$ cat src/rtl/iqdemod.sv
// rtl/iqdemod.sv - quadrature demodulator: sincos mixer, integrate-and-dump, sat8 decimated I/Q
module iqdemod #(
  parameter int POSPERCLK  = 8,
  parameter int DECIM_LOG2 = 5
) (
  input  logic              clk,
  input  logic              reset_,
  input  logic              en,
  input  logic              sync,
  input  logic [9:0]        adcval,
  output logic signed [7:0] i_out,
  output logic signed [7:0] q_out,
  output logic              out_valid
);

  localparam int AW = 20 + DECIM_LOG2;
  localparam int SH = DECIM_LOG2 + 7;

  typedef enum logic [1:0] {IDLE, ACC, DUMP} state_t;

  state_t                  state;
  state_t                  state_nx;
  logic [7:0]              tpos;
  logic [DECIM_LOG2-1:0]   cnt;
  logic signed [AW-1:0]    acc_i;
  logic signed [AW-1:0]    acc_q;

  logic [7:0]              sin_u;
  logic [7:0]              cos_u;
  logic signed [10:0]      x;
  logic signed [8:0]       c;
  logic signed [8:0]       s;
  logic signed [19:0]      pi;
  logic signed [19:0]      pq;
  logic signed [AW-1:0]    sum_i;
  logic signed [AW-1:0]    sum_q;
  logic signed [AW-1:0]    sh_i;
  logic signed [AW-1:0]    sh_q;
  logic                    take;
  logic                    last;

  // First quadrant of round(127*sin(2*pi*k/256)), k = 0..64.
  function automatic logic [6:0] quarter(input logic [6:0] k);
    case (k)
      7'd0:  quarter = 7'd0;
      7'd1:  quarter = 7'd3;
      7'd2:  quarter = 7'd6;
      7'd3:  quarter = 7'd9;
      7'd4:  quarter = 7'd12;
      7'd5:  quarter = 7'd16;
      7'd6:  quarter = 7'd19;
      7'd7:  quarter = 7'd22;
      7'd8:  quarter = 7'd25;
      7'd9:  quarter = 7'd28;
      7'd10: quarter = 7'd31;
      7'd11: quarter = 7'd34;
      7'd12: quarter = 7'd37;
      7'd13: quarter = 7'd40;
      7'd14: quarter = 7'd43;
      7'd15: quarter = 7'd46;
      7'd16: quarter = 7'd49;
      7'd17: quarter = 7'd51;
      7'd18: quarter = 7'd54;
      7'd19: quarter = 7'd57;
      7'd20: quarter = 7'd60;
      7'd21: quarter = 7'd63;
      7'd22: quarter = 7'd65;
      7'd23: quarter = 7'd68;
      7'd24: quarter = 7'd71;
      7'd25: quarter = 7'd73;
      7'd26: quarter = 7'd76;
      7'd27: quarter = 7'd78;
      7'd28: quarter = 7'd81;
      7'd29: quarter = 7'd83;
      7'd30: quarter = 7'd85;
      7'd31: quarter = 7'd88;
      7'd32: quarter = 7'd90;
      7'd33: quarter = 7'd92;
      7'd34: quarter = 7'd94;
      7'd35: quarter = 7'd96;
      7'd36: quarter = 7'd98;
      7'd37: quarter = 7'd100;
      7'd38: quarter = 7'd102;
      7'd39: quarter = 7'd104;
      7'd40: quarter = 7'd106;
      7'd41: quarter = 7'd107;
      7'd42: quarter = 7'd109;
      7'd43: quarter = 7'd111;
      7'd44: quarter = 7'd112;
      7'd45: quarter = 7'd113;
      7'd46: quarter = 7'd115;
      7'd47: quarter = 7'd116;
      7'd48: quarter = 7'd117;
      7'd49: quarter = 7'd118;
      7'd50: quarter = 7'd120;
      7'd51: quarter = 7'd121;
      7'd52: quarter = 7'd122;
      7'd53: quarter = 7'd122;
      7'd54: quarter = 7'd123;
      7'd55: quarter = 7'd124;
      7'd56: quarter = 7'd125;
      7'd57: quarter = 7'd125;
      7'd58: quarter = 7'd126;
      7'd59: quarter = 7'd126;
      7'd60: quarter = 7'd126;
      default: quarter = 7'd127;
    endcase
  endfunction

  function automatic logic [7:0] sine_lut(input logic [7:0] p);
    logic [6:0] idx;
    logic [6:0] mag;
    idx = p[6] ? (7'd64 - {1'b0, p[5:0]}) : {1'b0, p[5:0]};
    mag = quarter(idx);
    sine_lut = p[7] ? (8'd128 - {1'b0, mag}) : (8'd128 + {1'b0, mag});
  endfunction

  function automatic logic [7:0] sat8(input logic signed [AW-1:0] v);
    if (v[AW-1:7] == '0 || v[AW-1:7] == '1) sat8 = v[7:0];
    else                                    sat8 = v[AW-1] ? 8'h80 : 8'h7f;
  endfunction

  assign sin_u = sine_lut(tpos);
  assign cos_u = sine_lut(tpos + 8'd64);

  // Offset-binary to two's complement is just an inverted MSB.
  assign x  = {~adcval[9], ~adcval[9], adcval[8:0]};
  assign c  = {~cos_u[7], ~cos_u[7], cos_u[6:0]};
  assign s  = {~sin_u[7], ~sin_u[7], sin_u[6:0]};
  assign pi = x * c;
  assign pq = -(x * s);

  assign sum_i = acc_i + {{(AW-20){pi[19]}}, pi};
  assign sum_q = acc_q + {{(AW-20){pq[19]}}, pq};
  assign sh_i  = sum_i >>> SH;
  assign sh_q  = sum_q >>> SH;

  assign take = en && !sync;
  assign last = (cnt == '1);

  always_ff @(posedge clk or negedge reset_) begin
    if (!reset_) state <= IDLE;
    else         state <= state_nx;
  end

  always_comb begin
    state_nx = state;
    if (sync)                state_nx = IDLE;
    else if (en)             state_nx = last ? DUMP : ACC;
    else if (state == DUMP)  state_nx = IDLE;
  end

  always_comb begin
    out_valid = (state == DUMP);
  end

  always_ff @(posedge clk or negedge reset_) begin
    if (!reset_) begin
      tpos  <= '0;
      cnt   <= '0;
      acc_i <= '0;
      acc_q <= '0;
      i_out <= '0;
      q_out <= '0;
    end else if (sync) begin
      tpos  <= '0;
      cnt   <= '0;
      acc_i <= '0;
      acc_q <= '0;
    end else if (take) begin
      tpos <= tpos + 8'(POSPERCLK);
      cnt  <= cnt + 1'b1;
      if (last) begin
        acc_i <= '0;
        acc_q <= '0;
        i_out <= sat8(sh_i);
        q_out <= sat8(sh_q);
      end else begin
        acc_i <= sum_i;
        acc_q <= sum_q;
      end
    end
  end

endmodule

$ cat config.mk
export PLATFORM = sky130hd
export DESIGN_NAME = iqdemod
export DESIGN_NICKNAME = d
export VERILOG_FILES = /design/src/rtl/iqdemod.sv
export SDC_FILE = /design/constraint.sdc
export NUM_CORES = 1
export LEC_CHECK = 0
export BUFFER_PORTS_ARGS = -buffer_cell sky130_fd_sc_hd__buf_2
export CAP_MARGIN = 15
export CORE_MARGIN = 4
export CORE_UTILIZATION = 38
export CTS_CLUSTER_SIZE = 40
export DETAILED_ROUTE_END_ITERATION = 16
export HOLD_SLACK_MARGIN = 0.05
export PLACE_DENSITY = 0.67
export SLEW_MARGIN = 10
export SYNTH_ARGS = -nofsm -noshare
export SYNTH_HDL_FRONTEND = slang
export SYNTH_SLANG_ARGS = --single-unit
$ cat constraint.sdc
create_clock -name clk -period 9.6 [get_ports clk]
set_clock_uncertainty 0.2 [all_clocks]
set_input_delay 1.92 -clock clk [delete_from_list [all_inputs] [get_ports clk]]
set_output_delay 1.92 -clock clk [all_outputs]
set_load 0.02 [all_outputs]
After elaboration in Yosys (flattened, before gate mapping)
Memories as Yosys holds them, arrays and structs flattened.
Index checks and enable logic that the tools add are counted.
{"block": "word_totals", "regBits": 81, "latch_bits": 0, "ramBits": 0, "romBits": 896, "output_inout_bits": 17, "word_cells": 64, "mem_count": 2}
{"block": "classes", "addsub": 12, "n_mul": 2, "div_mod_pow": 0, "magnitude_cmp": 0, "n_eq_ne": 4, "n_shift": 0, "n_mux": 24, "n_bitwise": 4, "reduce_logical": 9}
{"memory": "(no name shown)", "depth": 64, "word_bits": 7, "read_ports": 1, "rd_clocked_by_memory_dff": 0, "wr": 0, "line_no": "44", "text": "case (k)"}
{"memory": "(no name shown)", "depth": 64, "word_bits": 7, "read_ports": 1, "rd_clocked_by_memory_dff": 0, "wr": 0, "line_no": "44"}
{"cell": "two-way mux 25 bit", "n": 6}
{"cell": "two-way mux 8 bit", "n": 8}
{"cell": "adder 25 bit", "n": 2}
{"cell": "== test 18 bit, second input constant", "n": 2}
{"cell": "logical NOT 18 bit", "n": 2}
{"cell": "multiplier 10 x 8 -> 18 bit", "n": 2}
{"cell": "two-way mux 7 bit", "n": 4}
{"cell": "negator 18 -> 20 bit", "n": 1}
{"cell": "adder 8 x 7 -> 8 bit, first input constant", "n": 2}
{"cell": "subtractor 8 x 7 -> 8 bit, first input constant", "n": 2}
{"cell": "subtractor 7 x 6 -> 7 bit, first input constant", "n": 2}
{"cell": "two-way mux 5 bit", "n": 2}
{"cell": "adder 8 x 4 -> 8 bit, second input constant", "n": 1}
{"cell": "adder 8 x 7 -> 8 bit, second input constant", "n": 1}
{"cell": "two-way mux 2 bit", "n": 4}
{"cell": "adder 5 x 1 -> 5 bit, second input constant", "n": 1}
{"cell": "== test 5 bit, second input constant", "n": 1}
{"cell": "NOT 1 bit", "n": 4}
{"cell": "AND reduction 3 bit", "n": 1}
{"cell": "nonzero test 3 bit", "n": 1}
{"cell": "== test 2 bit, second input constant", "n": 1}
{"cell": "logical OR 1 bit", "n": 2}
{"cell": "nonzero test 2 bit", "n": 1}
{"cell": "logical AND 1 bit", "n": 1}
{"cell": "logical NOT 1 bit", "n": 1}

Depth between registers and ports, before layout
Gate-level depths: netlist of the first run.
An unclocked memory read counts as a cell.
{"block": "depth", "word_depth": 13, "ltp_mapped": 42, "mapped_depth_nobuf": 39}

Worst setup path before layout of the first run
OpenSTA, ideal clock, no wires.
{"block": "synth_path", "path_type": "reg-to-reg", "start": "register tpos[3]", "end": "register i_out[1]", "setup_time_ns": 0.094, "t_arrival_ns": 9.842, "path_slack_ns": -0.535, "path_stages_with_launch": 38, "path_buffers": 2, "period_less_slack_ns": 10.135, "path_cell_list": "dfrtp_1 -> clkbuf_1 -> inv_1 -> ha_1 -> nor2_1 -> xor2_1 -> nor2_1 -> a211oi_1 -> ha_1 -> xnor2_1 -> a221oi_1 -> nor2_1 -> a221oi_1 -> nand2_1 -> fa_1 -> inv_1 -> fa_1 -> fa_1 -> [2 not listed] -> inv_1 -> ha_1 -> or4_1 -> o22a_1 -> a221oi_1 -> o21ai_0 -> nor2_1 -> ha_1 -> buf_2 -> nand2_1 -> nor3_2 -> a21oi_1 -> o21ai_1 -> a311oi_2 -> or3_1 -> a2111oi_2 -> nor2_2 -> a221oi_2"}
{"block": "synth_between", "elab_chain_len": 13}
{"item": "start, declared", "line_no": "23", "text": "logic [7:0] tpos;"}
{"item": "start signal, assigned", "line_no": "171", "text": "tpos <= tpos + 8'(POSPERCLK);"}
{"item": "adder 8 x 7 -> 8 bit *", "line_no": "124", "text": "assign cos_u = sine_lut(tpos + 8'd64);"}
{"item": "subtractor 7 x 6 -> 7 bit", "line_no": "113", "text": "idx = p[6] ? (7'd64 - {1'b0, p[5:0]}) : {1'b0, p[5:0]};"}
{"item": "two-way mux 7 bit", "line_no": "113"}
{"item": "memory read (64 x 7 bit)"}
{"item": "two-way mux 7 bit", "line_no": "44"}
{"item": "adder 8 x 7 -> 8 bit or subtractor 8 x 7 -> 8 bit (tied branches)", "line_no": "115", "text": "sine_lut = p[7] ? (8'd128 - {1'b0, mag}) : (8'd128 + {1'b0, mag});"}
{"item": "two-way mux 8 bit *", "line_no": "115"}
{"item": "NOT 1 bit", "line_no": "128", "text": "assign c = {~cos_u[7], ~cos_u[7], cos_u[6:0]};"}
{"item": "multiplier 10 x 8 -> 18 bit *", "line_no": "130", "text": "assign pi = x * c;"}
{"item": "adder 25 bit *", "line_no": "133", "text": "assign sum_i = acc_i + {{(AW-20){pi[19]}}, pi};"}
{"item": "== test 18 bit or logical NOT 18 bit (tied branches)", "line_no": "119", "text": "if (v[AW-1:7] == '0 || v[AW-1:7] == '1) sat8 = v[7:0];"}
{"item": "logical OR 1 bit", "line_no": "119"}
{"item": "two-way mux 8 bit *", "line_no": "119"}
{"item": "end signal, assigned", "line_no": "176", "text": "i_out <= sat8(sh_i);"}
{"item": "end, declared", "line_no": "11", "text": "output logic signed [7:0] i_out,"}
Every way passes the cells marked *; elsewhere a longest branch is shown, timed or not.
A chain may end at the register's enable or synchronous reset.

Worst setup path after layout of the first run
{"block": "layout_path", "start": "register tpos[3]", "end": "register q_out[0]"}
{"block": "layout_between", "elab_chain_len": 13}
{"item": "subtractor 7 x 6 -> 7 bit", "line_no": "113"}
{"item": "two-way mux 7 bit *", "line_no": "113"}
{"item": "memory read (64 x 7 bit)"}
{"item": "two-way mux 7 bit *", "line_no": "44"}
{"item": "adder 8 x 7 -> 8 bit or subtractor 8 x 7 -> 8 bit (tied branches)", "line_no": "115"}
{"item": "two-way mux 8 bit *", "line_no": "115"}
{"item": "NOT 1 bit", "line_no": "129", "text": "assign s = {~sin_u[7], ~sin_u[7], sin_u[6:0]};"}
{"item": "multiplier 10 x 8 -> 18 bit *", "line_no": "131", "text": "assign pq = -(x * s);"}
{"item": "negator 18 -> 20 bit *", "line_no": "131"}
{"item": "adder 25 bit *", "line_no": "134", "text": "assign sum_q = acc_q + {{(AW-20){pq[19]}}, pq};"}
{"item": "== test 18 bit or logical NOT 18 bit (tied branches)", "line_no": "119"}
{"item": "logical OR 1 bit", "line_no": "119"}
{"item": "two-way mux 8 bit *", "line_no": "119"}
{"item": "end signal, assigned", "line_no": "177", "text": "q_out <= sat8(sh_q);"}
{"item": "end, declared", "line_no": "12", "text": "output logic signed [7:0] q_out,"}
Marked as above.

==> results of run 1 <==
-- cell type report --
| type | instances | share of cell area |
|---|---|---|
| Multi-Input combinational cell | 1171 | 0.702 |
| Tap cell | 442 | 0.0381 |
| Sequential cell | 78 | 0.135 |
| Timing Repair Buffer | 117 | 0.0564 |
| Clock buffer | 10 | 0.0158 |
| Clock inverter | 6 | 0.00319 |
| Inverter | 192 | 0.0497 |
-- worst max path at each step --
stage	cells after the start	slack, ns	to	from
after floorplan	38	0.003	q_out[6]$_DFFE_PN0P_	tpos[3]$_DFFE_PN0N_
after global placement	34	0.13	i_out[3]$_DFFE_PN0P_	tpos[6]$_DFFE_PN0N_
after detailed placement	34	0.04	i_out[3]$_DFFE_PN0P_	tpos[6]$_DFFE_PN0N_
after CTS	37	0.0007	q_out[2]$_DFFE_PN0P_	tpos[3]$_DFFE_PN0N_
after global routing	37	-0.02	i_out[3]$_DFFE_PN0P_	tpos[3]$_DFFE_PN0N_
final	38	0.42	q_out[0]$_DFFE_PN0P_	tpos[3]$_DFFE_PN0N_
-- routing by layer --
layer | routed length (um) | share of wire
met5 | 0 | 0
met4 | 705 | 0.023
met3 | 1290 | 0.041
met2 | 14300 | 0.46
met1 | 14800 | 0.48
-- registers in the layout, summed over array words and instances, names as in the netlist --
register,cells
acc_i,25
acc_q,25
i_out,8
q_out,8
cnt,5
tpos,5
state,2
-- synth_stat cells, types with 16 or more instances --
library cell,count
o211ai_1,18
ha_1,148
fa_1,136
clkbuf_1,39
a21oi_1,60
inv_1,192
nand2_1,169
xor2_1,32
nor2b_1,16
nor2_1,88
xnor2_1,59
a21o_1,26
o21ai_0,79
and2_1,75
nor3_1,22
dfrtp_1,78
nand3_1,28
-- what timing repair did --
action / in CTS / in global routing
setup endpoints to repair: 2 / 21
resized for setup: 0 / 47
pin swaps: 0 / 8
hold endpoints to repair: 0 / 0
setup buffers: 3 / 11
-- per-stage QoR --
step	setup TNS [ns]	utilization	cells	setup WS (ns)	area, um2
floorplan	0	-	1487	0.00291	12800
global route	-0.0630	0.443	2016	-0.0244	14500
detailed placement	0	0.425	1986	0.0356	13900
finish	0	0.443	2016	0.421	14500
global placement	0	0.425	1986	0.133	13900
CTS	0	0.434	2005	0.000679	14200
-- cells in the final DEF, fill, tap and decap left out, drive strengths merged, types with 6 or more instances in the layout --
| cell | instances |
|---|---|
| inv | 194 |
| nand2 | 169 |
| ha | 148 |
| fa | 136 |
| buf | 117 |
| nor2 | 89 |
| o21ai | 83 |
| dfrtp | 78 |
| and2 | 75 |
| a21oi | 61 |
| xnor2 | 59 |
| xor2 | 32 |
| nand3 | 28 |
| a21o | 27 |
| nor3 | 23 |
| o211ai | 18 |
| nor2b | 16 |
| a211oi | 15 |
| nand2b | 13 |
| o21a | 13 |
| or2 | 10 |
| and3 | 10 |
| a22o | 10 |
| clkbuf | 10 |
| a31oi | 10 |
| o21bai | 9 |
| o31ai | 7 |
| or3 | 7 |
| a221oi | 7 |
| a2111oi | 7 |
| nand4 | 6 |
| o2111ai | 6 |
-- critical path, delay by kind of cell (launching register included) --
kind                       cells  cell delay (ns)
DFF                            1             0.38
xor gates and xnor gates       1             0.15
AOI/OAI and AO/OA             15             3.61
and+or+nand+nor                6             0.90
buffers and inverters          7             0.88
adders and majority gates      9             2.97
-- kinds of logic (layout without fill, tap and decap cells) --
group,count (synthesis),in the layout
simple gates,468,468
compound gates,316,316
fa+ha+maj,285,285
buf+inv,238,325
xor+xnor,91,91
flops,78,78
mux,7,7
other cells,2,4
==> summary.txt, run 1 <==
Routing
  – Post-route ant nets: 0
  – Drt pass-1 iters: 5
  – Via density: 5.28
  – 1st-iter DRT viols: 646
  – # DRC: 0
  – Vias: 10652
  – Aggregate routed wire length: 31100 um
  – DR WL/cell: 15.4 um

Floorplanning
  – Chip Height: 191 um
  – Starting Density: 0.389
  – Die width: 191 um
  – Die Area: 36500 um2
  – Num rows: 66
  – I/O pin total: 31
  – Core Area: 32800 um2

Min path
  – WHS Path Cells: 2
  – Worst Hold End: acc_i[10]$_DFFE_PN0N_
  – Hold Path Origin: acc_i[10]$_DFFE_PN0N_
  – HP Class: flop to flop

Synthesis
  – Largest family of logic cells by synthesized area: adder cells
  – Synth Area in Adders: 0.360
  – Register area share after synthesis: 0.153
  – EDFF count, synth: 0
  – Yosys top cell area share: 0.214
  – Synth Cell Area: 12800 um2
  – Multiplexer share of the synthesized area: 0.00569
  – Syn Area/Cell: 8.59 um2
  – Most used DFF post-synth: dfrtp_1
  – Synth area leader: fa_1
  – Synth Warn #: 0
  – Post-Synth Simple-Gate Area: 0.178
  – Xor and xnor area share after synthesis: 0.0625
  – Synth Area in Compound Gates: 0.170
  – Area contributors post-synth: fa_1 21%, dfrtp_1 15%, ha_1 15%
  – Synth Instances: 1485
  – FFs w/ async S/R, synth: 1.00
  – Unique masters post-synth: 80
  – Synth Register Bits: 78

Global routing
  – Initial antenna violation count: 0
  – Via count of the first global-routing pass: 10517
  – M2 GR Usage: 0.275
  – Gr usage total: 0.172
  – Grt peak-use layer: met2
  – Met3 GRT Util: 0.0285
  – Overall overflow remaining after global route: 0
  – Met1 usage: 0.243
  – Pin count of the biggest net entering global routing: 57
  – First-pass GRT wire length: 51800 um

Clock network
  – TritonCTS Buffers: 9
  – Max H-tree Level: 3
  – Hold_buf cts: 0
  – Clock Latency Late Sink: 0.36 ns
  – CTS tree: built
  – CTS root buf: clkbuf_16
  – Longest Clk Path Bufs: 2
  – # clock sinks: 78
  – Reg clk slew, reported paths: 0.06 ns

Setup path
  – Setup crit end kind: flop
  – CP Class: flop to flop
  – Critical Path RT: 9.67 ns
  – End of the worst register-to-register path: q_out[0]$_DFFE_PN0P_
  – Crit start category: flop
  – Max FO, Critical Path: 15
  – CP max stage delay: 0.60 ns
  – CP most frequent cell: ha_1
  – Reg-to-reg slack, setup: 0.42 ns
  – Critical Path AT: 9.25 ns
  – Worst R2R Start: tpos[3]$_DFFE_PN0N_
  – Register-to-Register Path Depth: 38
  – Crit-path slowest cell: fa_1

Place
  – GP Congestion: 0.914
  – DP HPWL: 24900 um
  – IO Port Bufs: 30

Finish
  – Antenna cells: 0
  – Fillers: 3171
  – Post-layout net count: 1867
  – Area grow syn2layout: 13.8%
  – Layout cells sized above 1: 0.128
  – Sequential cell area: 1950 um2
  – Multi-input logic area: 10200 um2

Timing
  – Final period util: 0.956
  – Headroom to the max-slew limit: 0.411
  – Final min period: 9.18 ns
  – Slew @ Worst Pin: 0.883 ns
  – Final hold slack: 0.287 ns
  – Setup Viol. Count Final: 0
  – Final Hold Viols: 0
  – Fin. max-slew vios: 0
  – Max Clk Rate: 109 MHz

Status
  – Status: finished clean

Flow run
  – Maxcap violations: 0
Power of run 1 is not shown: default switching activity piles up to over one toggle a cycle in this logic, so the estimate is an artifact.
==> run 2, diff against run 1 <==
Settings changed: PLACE_DENSITY 0.67 to default.
==> run 2 against run 1 <==
  * Critical path depth shrank 2
  * Critical endpoint is now i_out[1]$_DFFE_PN0P_
  * Non-clock buffer count is 10 lower
  * Cell area shrank 0.66%
  * Routed wire length decreased by 0.11%
  * Via count fell by 1.2%
  * Critical path type unchanged
  * Maximum frequency about the same
==> summary.txt, run 2 (synthesis gave the netlist of run 1 again) <==
Place
  – DP HPWL: 24900 um
  – GP Congestion: 0.916
  – Pre-CTS setup slack: -0.0749 ns
  – IO Port Bufs: 30

Clock network
  – CTS root buf: clkbuf_16
  – TritonCTS Buffers: 9
  – Clock Latency Late Sink: 0.35 ns
  – # clock sinks: 78
  – Reg clk slew, reported paths: 0.07 ns
  – Max H-tree Level: 3
  – CTS tree: built
  – Longest Clk Path Bufs: 2

Floorplanning
  – Num rows: 66
  – Die width: 191 um
  – Die Area: 36500 um2
  – Chip Height: 191 um
  – Core Area: 32800 um2
  – I/O pin total: 31
  – Starting Density: 0.389

Global routing
  – Gr usage total: 0.175
  – Grt peak-use layer: met2
  – Met3 GRT Util: 0.0226
  – Via count of the first global-routing pass: 10591
  – Pin count of the biggest net entering global routing: 72
  – First-pass GRT wire length: 52600 um
  – Initial antenna violation count: 0
  – Met1 usage: 0.236
  – Overall overflow remaining after global route: 0
  – M2 GR Usage: 0.300

Finish
  – Commonest non-fill, non-tap cell in the layout: inv_1
  – Most frequent cells in the layout: 192 x inv_1, 168 x nand2_1, 145 x ha_1, 133 x fa_1, 85 x nor2_1
  – Layout cells sized above 1: 0.122
  – Antenna cells: 0
  – Area grow syn2layout: 13.0%
  – Post-layout net count: 1858
  – Leading registers by flop count: acc_i: 25 flops, acc_q: 25 flops
  – Fillers: 3251

Routing
  – Via density: 5.24
  – Vias: 10525
  – # DRC: 0
  – Drt pass-1 iters: 5
  – Aggregate routed wire length: 31100 um
  – 1st-iter DRT viols: 515
  – DR WL/cell: 15.5 um
  – Post-route ant nets: 0

Setup path
  – CP Class: flop to flop
  – CP max stage delay: 0.57 ns
  – Critical Path RT: 9.66 ns
  – Crit start category: flop
  – Setup crit end kind: flop
  – Crit-path slowest cell: or4_4
  – Max FO, Critical Path: 20
  – Critical Path AT: 9.23 ns

Timing
  – Final Hold Viols: 0
  – Setup Viol. Count Final: 0
  – Headroom to the max-slew limit: 0.362
  – Final hold slack: 0.288 ns
  – Slew @ Worst Pin: 0.956 ns
  – Final min period: 9.18 ns
  – Max Clk Rate: 109 MHz
  – Final period util: 0.956
  – Final WS setup: 0.425 ns
  – RSZ-0062 raised after global routing: yes
  – Fin. max-slew vios: 0

Min path
  – HP Class: flop to flop

Flow run
  – Maxcap violations: 0

Status
  – Status: finished clean
## run 2: cell count changes in the layout (fill, tap and decap cells not counted), sizes merged
| cell | before | now |
|---|---|---|
| buf | 117 | 107 |
| clkinvlp | 2 | 1 |
| inv | 194 | 192 |
| clkinv | 2 | 4 |
| nand3 | 28 | 29 |
| clkbuf | 10 | 11 |
## run 2: timing repair
item / in CTS / in global routing
setup endpoints to repair: 9 / 20
hold buffers: 0 / 0
resized for setup: 4 / 45
gates cloned: 0 / 1
setup buffers: 0 / 9
pin swaps: 0 / 18
## run 2: per-stage QoR
step	utilization	instances	cell area (um2)	TNS (ns)
2_1_floorplan	-	1487	12800	0
3_3_place_gp	0.423	1981	13900	0
3_5_place_dp	0.423	1981	13900	-0.413
4_1_cts	0.432	1997	14200	0
5_1_grt	0.440	2007	14400	-0.132
6_report	0.440	2007	14400	0
## run 2: worst max-delay path, delay by kind of cell, from the launching register on
kind / cells / cell delay [ns]
adders and majority gates: 7 / 2.69
buffers and inverters: 7 / 0.85
xor gates and xnor gates: 2 / 0.24
DFF: 1 / 0.38
AOI/OAI and AO/OA: 12 / 2.32
and+or+nand+nor: 8 / 2.43
## run 2: cell type report
| type | instances | area [um2] | share of cell area |
|---|---|---|---|
| multi-input cells | 1172 | 10200 | 0.706 |
| well taps | 442 | 553 | 0.0384 |
| repair buffers | 107 | 734 | 0.0510 |
| clock buffers | 11 | 243 | 0.0168 |
| clock inverters | 5 | 35.0 | 0.00243 |
| flip-flops and latches | 78 | 1950 | 0.135 |
| inverters | 192 | 721 | 0.0500 |
## run 2: per-layer routing
| layer | part of all wire | wire length (um) |
|---|---|---|
| met1 | 0.46 | 14400 |
| met2 | 0.49 | 15100 |
| met3 | 0.031 | 954 |
| met4 | 0.019 | 592 |
| met5 | 0 | 0 |
## run 2: worst paths after layout
check,from,to,slack [ns],cells past startpoint
setup / recovery,tpos[3]$_DFFE_PN0N_,i_out[1]$_DFFE_PN0P_,0.42,36
hold / removal,acc_i[9]$_DFFE_PN0N_,acc_i[9]$_DFFE_PN0N_,0.29,2
setup reg to reg,tpos[3]$_DFFE_PN0N_,i_out[1]$_DFFE_PN0P_,0.42,36
hold reg to reg,acc_i[9]$_DFFE_PN0N_,acc_i[9]$_DFFE_PN0N_,0.29,2
max in group asynchronous,reset_,q_out[3]$_DFFE_PN0P_,6.86,2
min in group asynchronous,reset_,acc_i[9]$_DFFE_PN0N_,1.19,1
Power of run 2 is left out for the same reason.
==> run 3, diff against run 2 <==
Settings changed: ABC_AREA from default to 1.
==> run 3 against run 2 <==
  * Critical endpoint is now q_out[4]$_DFFE_PN0P_
  * Critical path depth grew 11
  * Final cell count increased by 14%
  * First-iteration DRC count up 53%
  * Synthesized cell count up 21%
  * Synthesized area rose by 2.4%
  * Setup slack better by 0.34 ns
  * Clock-buffer cell count grew 2
  * Non-clock buffer count down 66
  * Sequential share of layout area up 0.30 points
  * Routed wire length increased by 8.8%
  * Cell area down 2.0%
==> summary.txt, run 3 <==
Setup path
  – Max FO, Critical Path: 12
  – CP top delay family: adder cells
  – Setup crit end kind: flop
  – Critical Path RT: 9.67 ns
  – Register-to-Register Path Depth: 47
  – Crit. path cell count: 47
  – Crit start category: flop
  – Critical Path AT: 8.91 ns
  – CP Class: flop to flop
  – CP most frequent cell: nand2_1
  – CP bufs+invs: 5
  – CP max stage delay: 0.52 ns
  – Crit-path slowest cell: o21ai_1

Routing
  – Aggregate routed wire length: 33800 um
  – 1st-iter DRT viols: 786
  – Post-route ant nets: 0
  – Vias: 11492
  – Met1 WL: 16700 um
  – DR WL met3: 1890 um
  – Via density: 5.03
  – Top Layer Used: met4
  – DR WL met2: 14800 um
  – DR WL/cell: 14.8 um
  – # DRC: 0
  – Drt pass-1 iters: 5

Synthesis
  – Most frequent cell after synthesis: nand2_1
  – Multiplexer share of the synthesized area: 0
  – Synth cell count leaders: 442 x nand2_1, 331 x inv_1, 196 x nor2_1, 148 x ha_1, 136 x fa_1
  – Synth Area in Adders: 0.350
  – FFs w/ async S/R, synth: 1.00
  – Most used DFF post-synth: dfrtp_1
  – Synth Instances: 1803
  – Synth Area in Compound Gates: 0.102
  – Synth Register Bits: 78
  – Register area share after synthesis: 0.150
  – Syn Area/Cell: 7.24 um2
  – Area contributors post-synth: fa_1 21%, dfrtp_1 15%, ha_1 14%
  – Synth Warn #: 0
  – EDFF count, synth: 0
  – Xor and xnor area share after synthesis: 0.0466
  – Unique masters post-synth: 51
  – Largest family of logic cells by synthesized area: adder cells
  – Yosys top cell area share: 0.209
  – Post-Synth Simple-Gate Area: 0.245
  – Synth Cell Area: 13100 um2
  – Synth area leader: fa_1

Clock network
  – Longest Clk Path Bufs: 2
  – Clock Latency Late Sink: 0.33 ns
  – CTS tree: built
  – TritonCTS Buffers: 9
  – CTS root buf: clkbuf_16
  – Hold_buf cts: 0
  – # clock sinks: 78
  – Reg clk slew, reported paths: 0.06 ns
  – Max H-tree Level: 3

Floorplanning
  – I/O pin total: 31
  – Die width: 193 um
  – Starting Density: 0.387
  – Die Area: 37400 um2
  – Core Area: 33700 um2
  – Num rows: 67
  – Chip Height: 193 um

Finish
  – Leading registers by flop count: acc_i: 25 flops, acc_q: 25 flops
  – Area grow syn2layout: 8.15%
  – Post-layout net count: 2129
  – Most frequent cells in the layout: 438 x nand2_1, 330 x inv_1, 195 x nor2_1, 146 x ha_1, 132 x fa_1
  – Util after Layout: 0.419
  – Layout cells sized above 1: 0.0610
  – Commonest non-fill, non-tap cell in the layout: nand2_1

Place
  – GP Congestion: 0.974
  – DP HPWL: 28200 um
  – IO Port Bufs: 30
  – Pre-CTS setup slack: 0.317 ns

Timing
  – Setup Viol. Count Final: 0
  – Slew @ Worst Pin: 1.12 ns
  – Final min period: 8.83 ns
  – Headroom to the max-slew limit: 0.253
  – Setup TNS: 0 ns
  – Max Clk Rate: 113 MHz
  – Final WS setup: 0.765 ns
  – Fin. max-slew vios: 0
  – RSZ-0062 raised after global routing: yes
  – Final period util: 0.920
  – Final Hold Viols: 0

Global routing
  – Gr usage total: 0.183
  – Overall overflow remaining after global route: 0
  – Pin count of the biggest net entering global routing: 62
  – Initial antenna violation count: 1
  – First-pass GRT wire length: 57300 um
  – Via count of the first global-routing pass: 11413

Status
  – Status: finished clean

Flow run
  – Maxcap violations: 0

Min path
  – WHS Path Cells: 2
  – HP Class: flop to flop
run 3: cell types whose count changed after synthesis, sizes merged, moves of 21 or more:
cell    delta
inv      +148
nor2     +114
clkbuf    -22
a21o      -21
nand3     +42
nand2    +282
xnor2     -33
and2      -74
a21oi     +37
run 3: metal layers:
layer,GRT usage,vias up
met5,0,-
met4,0.0367,0
met3,0.0214,32
met2,0.285,301
met1,0.276,5463
li1,-,5696
run 3: timing repair:
item,in CTS,in global routing
resized for setup,0,23
buffers inserted,0,4
endpoints found under the setup margin,0,14
run 3: cells by family (layout without fill, tap and decap cells):
kind of cell             count (synthesis)  count (layout)
flip-flops                              78              78
buffers and inverters                  368             398
XOR/XNOR                                66              66
AO/OA/AOI/OAI                          232             232
adder cells (fa/ha/maj)                284             284
AND/OR/NAND/NOR                        773             773
other                                    2               5
run 3: final timing paths:
check	start	end	slack (ns)
setup / recovery	tpos[3]$_DFFE_PN0N_	q_out[4]$_DFFE_PN0P_	0.77
hold / removal	q_out[5]$_DFFE_PN0P_	q_out[5]$_DFFE_PN0P_	0.28
setup reg to reg	tpos[3]$_DFFE_PN0N_	q_out[4]$_DFFE_PN0P_	0.77
hold reg to reg	q_out[5]$_DFFE_PN0P_	q_out[5]$_DFFE_PN0P_	0.28
max in group asynchronous	reset_	tpos[3]$_DFFE_PN0N_	6.81
min in group asynchronous	reset_	acc_i[7]$_DFFE_PN0N_	1.26
run 3: metrics by stage:
| step | area (um2) | hold slack, ns | instances |
|---|---|---|---|
| after detailed placement | 13700 | 0.264 | 2264 |
| after CTS | 14000 | 0.287 | 2279 |
| after global routing | 14100 | 0.293 | 2283 |
| after global placement | 13700 | 0.257 | 2264 |
| final | 14100 | 0.283 | 2284 |
| after floorplan | 13100 | 0.253 | 1805 |
run 3: area by class of cell:
type | instances | area, um2
tap | 448 | 561
fill | 3542 | 19600
timing repair buffer | 41 | 248
multi-input combinational | 1359 | 9810
inverter | 342 | 1290
sequential | 78 | 1950
clock inverter | 2 | 10.0
clock buffer | 13 | 240
antenna | 1 | 2.50
run 3: tightest hold or removal path: stages, from the launching register on:
cell	delay (ns)
dfrtp_1	0.35
nand2_1	0.05
nand2_1	0.05
Power of run 3 is left out for the same reason.
